--- config.mk ---
export PLATFORM = sky130hd
export DESIGN_NAME = sum_table_seq
export DESIGN_NICKNAME = d
export VERILOG_FILES = /design/src/rtl/sum_table_seq.sv
export SDC_FILE = /design/constraint.sdc
export NUM_CORES = 1
export LEC_CHECK = 0
export ABC_CLOCK_PERIOD_IN_PS = 2700
export BUFFER_PORTS_ARGS = -buffer_cell sky130_fd_sc_hd__buf_2
export CORE_ASPECT_RATIO = 1.1
export CORE_MARGIN = 10
export CORE_UTILIZATION = 30
export CTS_CLUSTER_SIZE = 16
export DETAILED_ROUTE_END_ITERATION = 12
export PLACE_DENSITY_LB_ADDON = 0.2
export SYNTH_ARGS = -nofsm -noshare
export SYNTH_HDL_FRONTEND = slang
export SYNTH_SLANG_ARGS = --single-unit
export TNS_END_PERCENT = 1
--- constraint.sdc ---
create_clock -name CLK -period 2.7 [get_ports CLK]
set_input_delay 0.54 -clock CLK [delete_from_list [all_inputs] [get_ports CLK]]
set_output_delay 0.54 -clock CLK [all_outputs]
set_load 0.03 [all_outputs]
--- src/rtl/sum_table_seq.sv ---
// sum_table_seq: fills a 256x5 RAM with A+B for every address {A,B}, then
// (when CHECK_EN is set) reads the table back and counts read-back mismatches.
module sum_table_seq #(
   parameter int CHECK_EN = 1
) (
   input  logic       CLK,
   input  logic       RST,
   input  logic       START,
   output logic       RAM_CS,
   output logic       RAM_WE,
   output logic [7:0] RAM_ADDR,
   output logic [4:0] RAM_DIN,
   input  logic [4:0] RAM_DOUT,
   output logic       BUSY,
   output logic       DONE,
   output logic [8:0] ERR_CNT,
   output logic       ERR_FLAG,
   output logic [7:0] FIRST_ERR_ADDR
);

   typedef enum logic [2:0] {
      S_IDLE,
      S_FILL,
      S_CHECK,
      S_DRAIN,
      S_DONE
   } state_t;

   state_t     state_q, state_d;
   logic [7:0] cnt_q, cnt_d;
   logic       rd_vld_q, rd_vld_d;
   logic [7:0] rd_addr_q, rd_addr_d;
   logic [8:0] err_cnt_q, err_cnt_d;
   logic       err_flag_q, err_flag_d;
   logic [7:0] first_err_q, first_err_d;
   logic       mismatch;

   // Table entry for address {a,b}: zero-extended a+b, at most 30.
   function automatic logic [4:0] sum_of(input logic [7:0] addr);
      return {1'b0, addr[7:4]} + {1'b0, addr[3:0]};
   endfunction

   // Next-state and address counter; the counter restarts at 0 on entry to
   // each phase and the phase ends on 255 rather than wrapping.
   always_comb begin
      state_d = state_q;
      cnt_d   = cnt_q;
      case (state_q)
         S_IDLE: begin
            if (START) begin
               state_d = S_FILL;
               cnt_d   = 8'd0;
            end
         end
         S_FILL: begin
            if (cnt_q == 8'hFF) begin
               if (CHECK_EN != 0) state_d = S_CHECK;
               else               state_d = S_DONE;
               cnt_d = 8'd0;
            end else begin
               cnt_d = cnt_q + 8'd1;
            end
         end
         S_CHECK: begin
            if (cnt_q == 8'hFF) begin
               state_d = S_DRAIN;
               cnt_d   = 8'd0;
            end else begin
               cnt_d = cnt_q + 8'd1;
            end
         end
         S_DRAIN: state_d = S_DONE;
         S_DONE:  state_d = S_IDLE;
         default: state_d = S_IDLE;
      endcase
   end

   // RAM strobes and status decode straight from state and counter.
   always_comb begin
      RAM_CS   = 1'b0;
      RAM_WE   = 1'b0;
      RAM_ADDR = 8'd0;
      RAM_DIN  = 5'd0;
      BUSY     = (state_q != S_IDLE);
      DONE     = (state_q == S_DONE);
      if (state_q == S_FILL) begin
         RAM_CS   = 1'b1;
         RAM_WE   = 1'b1;
         RAM_ADDR = cnt_q;
         RAM_DIN  = sum_of(cnt_q);
      end else if (state_q == S_CHECK) begin
         RAM_CS   = 1'b1;
         RAM_ADDR = cnt_q;
      end
   end

   // Read data returns one cycle after the read edge, so the address and a
   // valid bit are carried alongside; DRAIN exists only to catch the last one.
   always_comb begin
      rd_vld_d  = (state_q == S_CHECK);
      rd_addr_d = cnt_q;
      mismatch  = rd_vld_q && (RAM_DOUT != sum_of(rd_addr_q));
   end

   // Error bookkeeping: cleared when a run launches, otherwise held.
   always_comb begin
      err_cnt_d   = err_cnt_q;
      err_flag_d  = err_flag_q;
      first_err_d = first_err_q;
      if (state_q == S_IDLE && START) begin
         err_cnt_d   = 9'd0;
         err_flag_d  = 1'b0;
         first_err_d = 8'd0;
      end else if (mismatch) begin
         if (err_cnt_q != 9'd256) err_cnt_d = err_cnt_q + 9'd1;
         if (!err_flag_q) begin
            err_flag_d  = 1'b1;
            first_err_d = rd_addr_q;
         end
      end
   end

   assign ERR_CNT        = err_cnt_q;
   assign ERR_FLAG       = err_flag_q;
   assign FIRST_ERR_ADDR = first_err_q;

   // State registers; reset wins over everything and aborts any run.
   always_ff @(posedge CLK) begin
      if (RST) begin
         state_q     <= S_IDLE;
         cnt_q       <= 8'd0;
         rd_vld_q    <= 1'b0;
         rd_addr_q   <= 8'd0;
         err_cnt_q   <= 9'd0;
         err_flag_q  <= 1'b0;
         first_err_q <= 8'd0;
      end else begin
         state_q     <= state_d;
         cnt_q       <= cnt_d;
         rd_vld_q    <= rd_vld_d;
         rd_addr_q   <= rd_addr_d;
         err_cnt_q   <= err_cnt_d;
         err_flag_q  <= err_flag_d;
         first_err_q <= first_err_d;
      end
   end

endmodule
==> results.ini, run 1 <==
[synth]
synth-seq-cells=38
syn_avg_cell_area_um2=8.79
synth_top_area_frac=0.368
synth_top_cell_by_area=dfxtp_1
synth_area_leaders=dfxtp_1, mux2i_1, ha_1
yosysSeqAreaShare=0.368
syn_inst=235
ys_types=37
synth_nets=256
synth_area_um2=2060
yosysWarnings=0

[clock_network]
clkLatencyLatePin_ps=290
postCtsSetupBuffers=0
hold_buffers=0
clock-sinks=38
tritoncts=done
clockBufferDepth=2
cts_made_buffers=5
h-tree-depth=2
ctsRootBufferMaster=clkbuf_8
clk_pin_slew_ps=70
post_cts_resized=0

[status]
outcome=finished, final reports clean

[floorplanning]
ios=43
die_area_um2=10600
die-height_um=107
placementRows=31
die_w_um=99.1
core-area_um2=6630
floorplan.initialDensity=0.311

[sta]
setup_violations=0
finalCritPeriodShare=0.897
layout_min_cycle_time_ps=2420
rsz0062_at_grt=no
relSlewSlack=0.616
setup_tns_ps=0
slew_violations=0
tightest_slew_ps=574
fmax_mhz=413
clock_skew_ps=7.17
hold_violations=0

[global_routing]
grt_pass1_wl_um=8180
grt_pass1_vias=1774
antenna_found_initial=0
grt_max_degree=37
grt_usage=0.0908
grt_overflow=0

[detailed_routing]
ant_nets=0
drtIter0Drc=30
wl_um=4820
first_pass_iters=4
remaining_drc_errors=0
viasPerCell=4.83
detail_route.wl_per_cell_um=13.2
num_vias=1757

[placement]
place_hpwl_um=3680
place.gp.congestion=0.735
placed_area_um2=2390
port-buffer-count=42

[setup_path]
cp.required_ps=2160
startpoint=cnt_q[4]
worstRegToRegCells=7
crit_fanout=8
cp-end-kind=output port
crit_arrival_ps=1880
worst_r2r_startpoint=rd_addr_q[0]
crit_type=flip-flop to output port
cp-start-kind=flip-flop

[worst_hold_path]
hold_path.startpoint=FIRST_ERR_ADDR[5]
hp-class=flip-flop to flip-flop
whs_path_depth=2

[power_and_ir_drop]
intPower_uw=868
clkPwrFrac=0.417
p_sw_frac=0.236
seqPwrFrac=0.504
switching_power_uw=269
pwr_density_cell_nw_per_um2=456
leakage_uw=0.00108
comb_power_share=0.079
ir_worst_vdd_v=0.000287

[cells_and_area]
nets=302
fin_area_um2=2490
drive_gt1_frac=0.213
fill_cells=693
fin_util=0.376
diodes=0
area_growth_pct=20.8

[job]
max-cap-violations=0

==> final cells by class <==
type,count,area (µm²),share of cell area
tap,82,103,0.0411
clock inverter,3,40.0,0.0160
sequential,38,761,0.305
inverter,9,33.8,0.0135
clock buffer,5,68.8,0.0276
timing repair buffer,47,248,0.0993
multi-input combinational,180,1240,0.497
==> critical path, cell delays in order (launching register included) <==
cell and delay [ps]:
dfxtp_1 400, ha_1 240, fa_1 410, a21o_1 180, a21oi_1 140, nor2_1 50
buf_2 170
==> synthesized netlist by cell type <==
cell type,instances
o21bai_1,1
buf_1,1
o21a_1,1
and3_1,6
and2_1,9
a221oi_1,1
dfxtp_1,38
nand2_1,33
nor2_1,14
a211oi_2,1
ha_1,11
or3_1,1
nand3b_1,1
a21o_1,3
nand3_1,7
a211oi_4,1
xor2_1,7
fa_1,2
inv_1,9
o21ai_0,2
clkbuf_1,5
xnor2_1,7
o31ai_1,4
nand4_1,7
nor3_1,6
buf_2,2
o2bb2ai_1,1
nor3b_1,2
nor4_1,2
a211oi_1,1
o32ai_1,2
nand2b_1,8
a2111oi_4,1
a21oi_1,14
mux2i_1,17
nor2b_1,6
a21o_2,1
==> kinds of logic after synthesis <==
kind of cell,share of synthesized area
AO/OA/AOI/OAI,0.125
XOR/XNOR,0.0594
adder cells (fa/ha/maj),0.0861
buffers and inverters,0.0321
flip-flops,0.368
multiplexers,0.0824
AND/OR/NAND/NOR,0.246
==> metal layers <==
layer,global-route usage,vias to the layer above,part of all wire
li1,-,902,-
met1,0.114,803,0.49
met2,0.140,46,0.44
met3,0.0334,6,0.059
met4,0.0307,0,0.013
met5,0,-,0
==> placed cells by master, fill, tap and decap left out, types with 7 or more instances in the layout <==
master     n
and2_1     9
nand2b_1   8
nand2_1   33
xnor2_1    7
mux2i_1   17
nor2_1    14
nand4_1    7
buf_2     42
nand3_1    7
ha_1      11
dfxtp_1   38
xor2_1     7
inv_1      9
a21oi_1   13
==> per-stage QoR <==
step / worst slack [ps] / power (µW) / cells / hold slack, ps
after floorplan: 421 / 648 / 235 / 442
after global placement: 449 / 677 / 356 / 442
after detailed placement: 390 / 678 / 356 / 448
after CTS: 253 / 1160 / 364 / 461
after global routing: 170 / 1190 / 364 / 476
final: 279 / 1140 / 364 / 455
==> flip-flops by register name, indices dropped and copies added, names as in the netlist <==
signal and count:
ERR_FLAG 1, FIRST_ERR_ADDR 8, state_q 3, rd_addr_q 8
rd_vld_q 1, cnt_q 8, ERR_CNT 9
==> final timing paths <==
kind / end / slack, ps
max: RAM_DIN[4] / 280
min reg2reg: FIRST_ERR_ADDR[5] / 450
max reg2reg: FIRST_ERR_ADDR[0] / 390
min: FIRST_ERR_ADDR[5] / 450
==> power groups by stage <==
stage / Sequential, µW / Clock [µW] / Combinational (µW)
floorplan: 582 / 0 / 65.7
global placement: 586 / 0 / 91.3
detailed placement: 586 / 0 / 91.7
CTS: 573 / 494 / 91.8
global route: 574 / 518 / 102
finish: 573 / 474 / 90.1
Note: power is estimated with default switching activity, not from simulation.
==> run 2: changes to the inputs <==
- ABC_CLOCK_PERIOD_IN_PS: 2700 -> 2300
- RECOVER_POWER: not set -> 25
- clock period: 2.7 -> 2.3 ns (I/O delays scaled with it)
==> run 2 against run 1 <==
Sequential cell count did not move. Via count up 0.40%. Total power grew 11%. Count of clock-buffer cells in the layout grew 1. Critical path depth up 1. Largest cell class unchanged. Clock power is essentially flat. Die area unchanged. Combinational power increased by 27%. Critical endpoint is now ERR_CNT[4]. Global-route usage rose by 0.57 points. Register-to-register slack lost 270 ps. Hold slack better by 2.5 ps.
==> results.ini, run 2 (synthesis gave the netlist of run 1 again) <==
[floorplanning]
floorplan.initialDensity=0.311
ios=43
core-area_um2=6630
die_area_um2=10600
die_w_um=99.1
die-height_um=107
placementRows=31

[power_and_ir_drop]
switching_power_uw=315
seqPwrFrac=0.533
intPower_uw=944
clkPwrFrac=0.377
leakage_uw=0.00105
pwr_density_cell_nw_per_um2=498
total_power_uw=1260
ir_worst_vdd_v=0.000234
p_sw_frac=0.250
comb_power_share=0.091

[setup_path]
cp-start-kind=flip-flop
cp-end-kind=flip-flop
crit_type=flip-flop to flip-flop
crit_arrival_ps=2350
crit_fanout=9
cp.required_ps=2470

[sta]
hold_violations=0
clock_skew_ps=8.61
setup_violations=0
rsz0062_at_grt=no
slew_violations=0
setup_tns_ps=0
fmax_mhz=460
finalCritPeriodShare=0.946
tightest_slew_ps=407
layout_min_cycle_time_ps=2180
relSlewSlack=0.727

[global_routing]
grt_usage=0.0966
grt_pass1_vias=1826
antenna_found_initial=0
grt_max_degree=16
grt_overflow=0
grt_pass1_wl_um=8650

[detailed_routing]
num_vias=1764
remaining_drc_errors=0
detail_route.wl_per_cell_um=13.7
wl_um=5060
first_pass_iters=4
viasPerCell=4.77
drtIter0Drc=51
ant_nets=0

[placement]
port-buffer-count=42
place_hpwl_um=3970
dp_cells=362
place.gp.congestion=0.791
placed_area_um2=2440

[cells_and_area]
nets=308
area_growth_pct=22.6
largest_reg_flops=9
final_cell_mix=dfxtp_1, buf_2, nand2_1
final_common_cell=dfxtp_1
final_cells=370
fin_area_um2=2530
drive_gt1_frac=0.208
diodes=0

[clock_network]
cts_made_buffers=5
clkLatencyLatePin_ps=280
postCtsSetupBuffers=0
clock-sinks=38
clockBufferDepth=2
h-tree-depth=2
clk_pin_slew_ps=80
tritoncts=done
hold_buffers=0
ctsRootBufferMaster=clkbuf_8

[worst_hold_path]
hp-class=flip-flop to flip-flop

[status]
outcome=finished, final reports clean

[job]
max-cap-violations=0

run 2: worst max-delay path, cell delays in order (launching register included):
cell	delay, ps
dfxtp_1	350
ha_1	200
fa_2	460
xor2_1	190
a2111oi_4	430
buf_6	190
a21oi_1	110
mux2i_1	130
run 2: repair_timing:
action / 4_1_cts / 5_1_grt
endpoints found under the hold margin: 0 / 0
endpoints found under the setup margin: 0 / 22
resized for setup: 0 / 8
run 2: final timing paths:
kind | depth (start not counted) | slack (ps) | startpoint | to
worst max-delay path | 7 | 120 | rd_addr_q[0] | ERR_CNT[4]
worst min-delay path | 2 | 460 | FIRST_ERR_ADDR[2] | FIRST_ERR_ADDR[2]
worst max register to register | 7 | 120 | rd_addr_q[0] | ERR_CNT[4]
worst min register to register | 2 | 460 | FIRST_ERR_ADDR[2] | FIRST_ERR_ADDR[2]
run 2: power by group through the flow:
stage / combinational (µW) / sequential (µW) / clock (µW)
floorplan: 77.1 / 683 / 0
global placement: 115 / 685 / 0
detailed placement: 116 / 686 / 0
CTS: 116 / 670 / 500
global route: 128 / 672 / 527
finish: 114 / 671 / 474
run 2: final cells by class:
| class | instances | area (µm²) |
|---|---|---|
| clock buffer | 6 | 82.6 |
| multi-input combinational | 180 | 1260 |
| sequential | 38 | 763 |
| timing repair buffer | 53 | 280 |
| fill | 695 | 4100 |
| clock inverter | 2 | 12.5 |
| inverter | 9 | 33.8 |
| tap | 82 | 103 |
run 2: routing by layer:
metal  track usage  wire length (µm)
met1         0.118              2470
met2         0.155              2290
met3        0.0334               255
met4        0.0307                49
met5             0                 0
run 2: per-stage QoR:
stage	utilization	hold slack, ps	setup slack [ps]
after detailed placement	0.368	447	85.7
after global routing	0.382	477	15.0
after CTS	0.383	458	27.0
final	0.382	457	124
after global placement	0.368	442	115
after floorplan	-	442	21.3
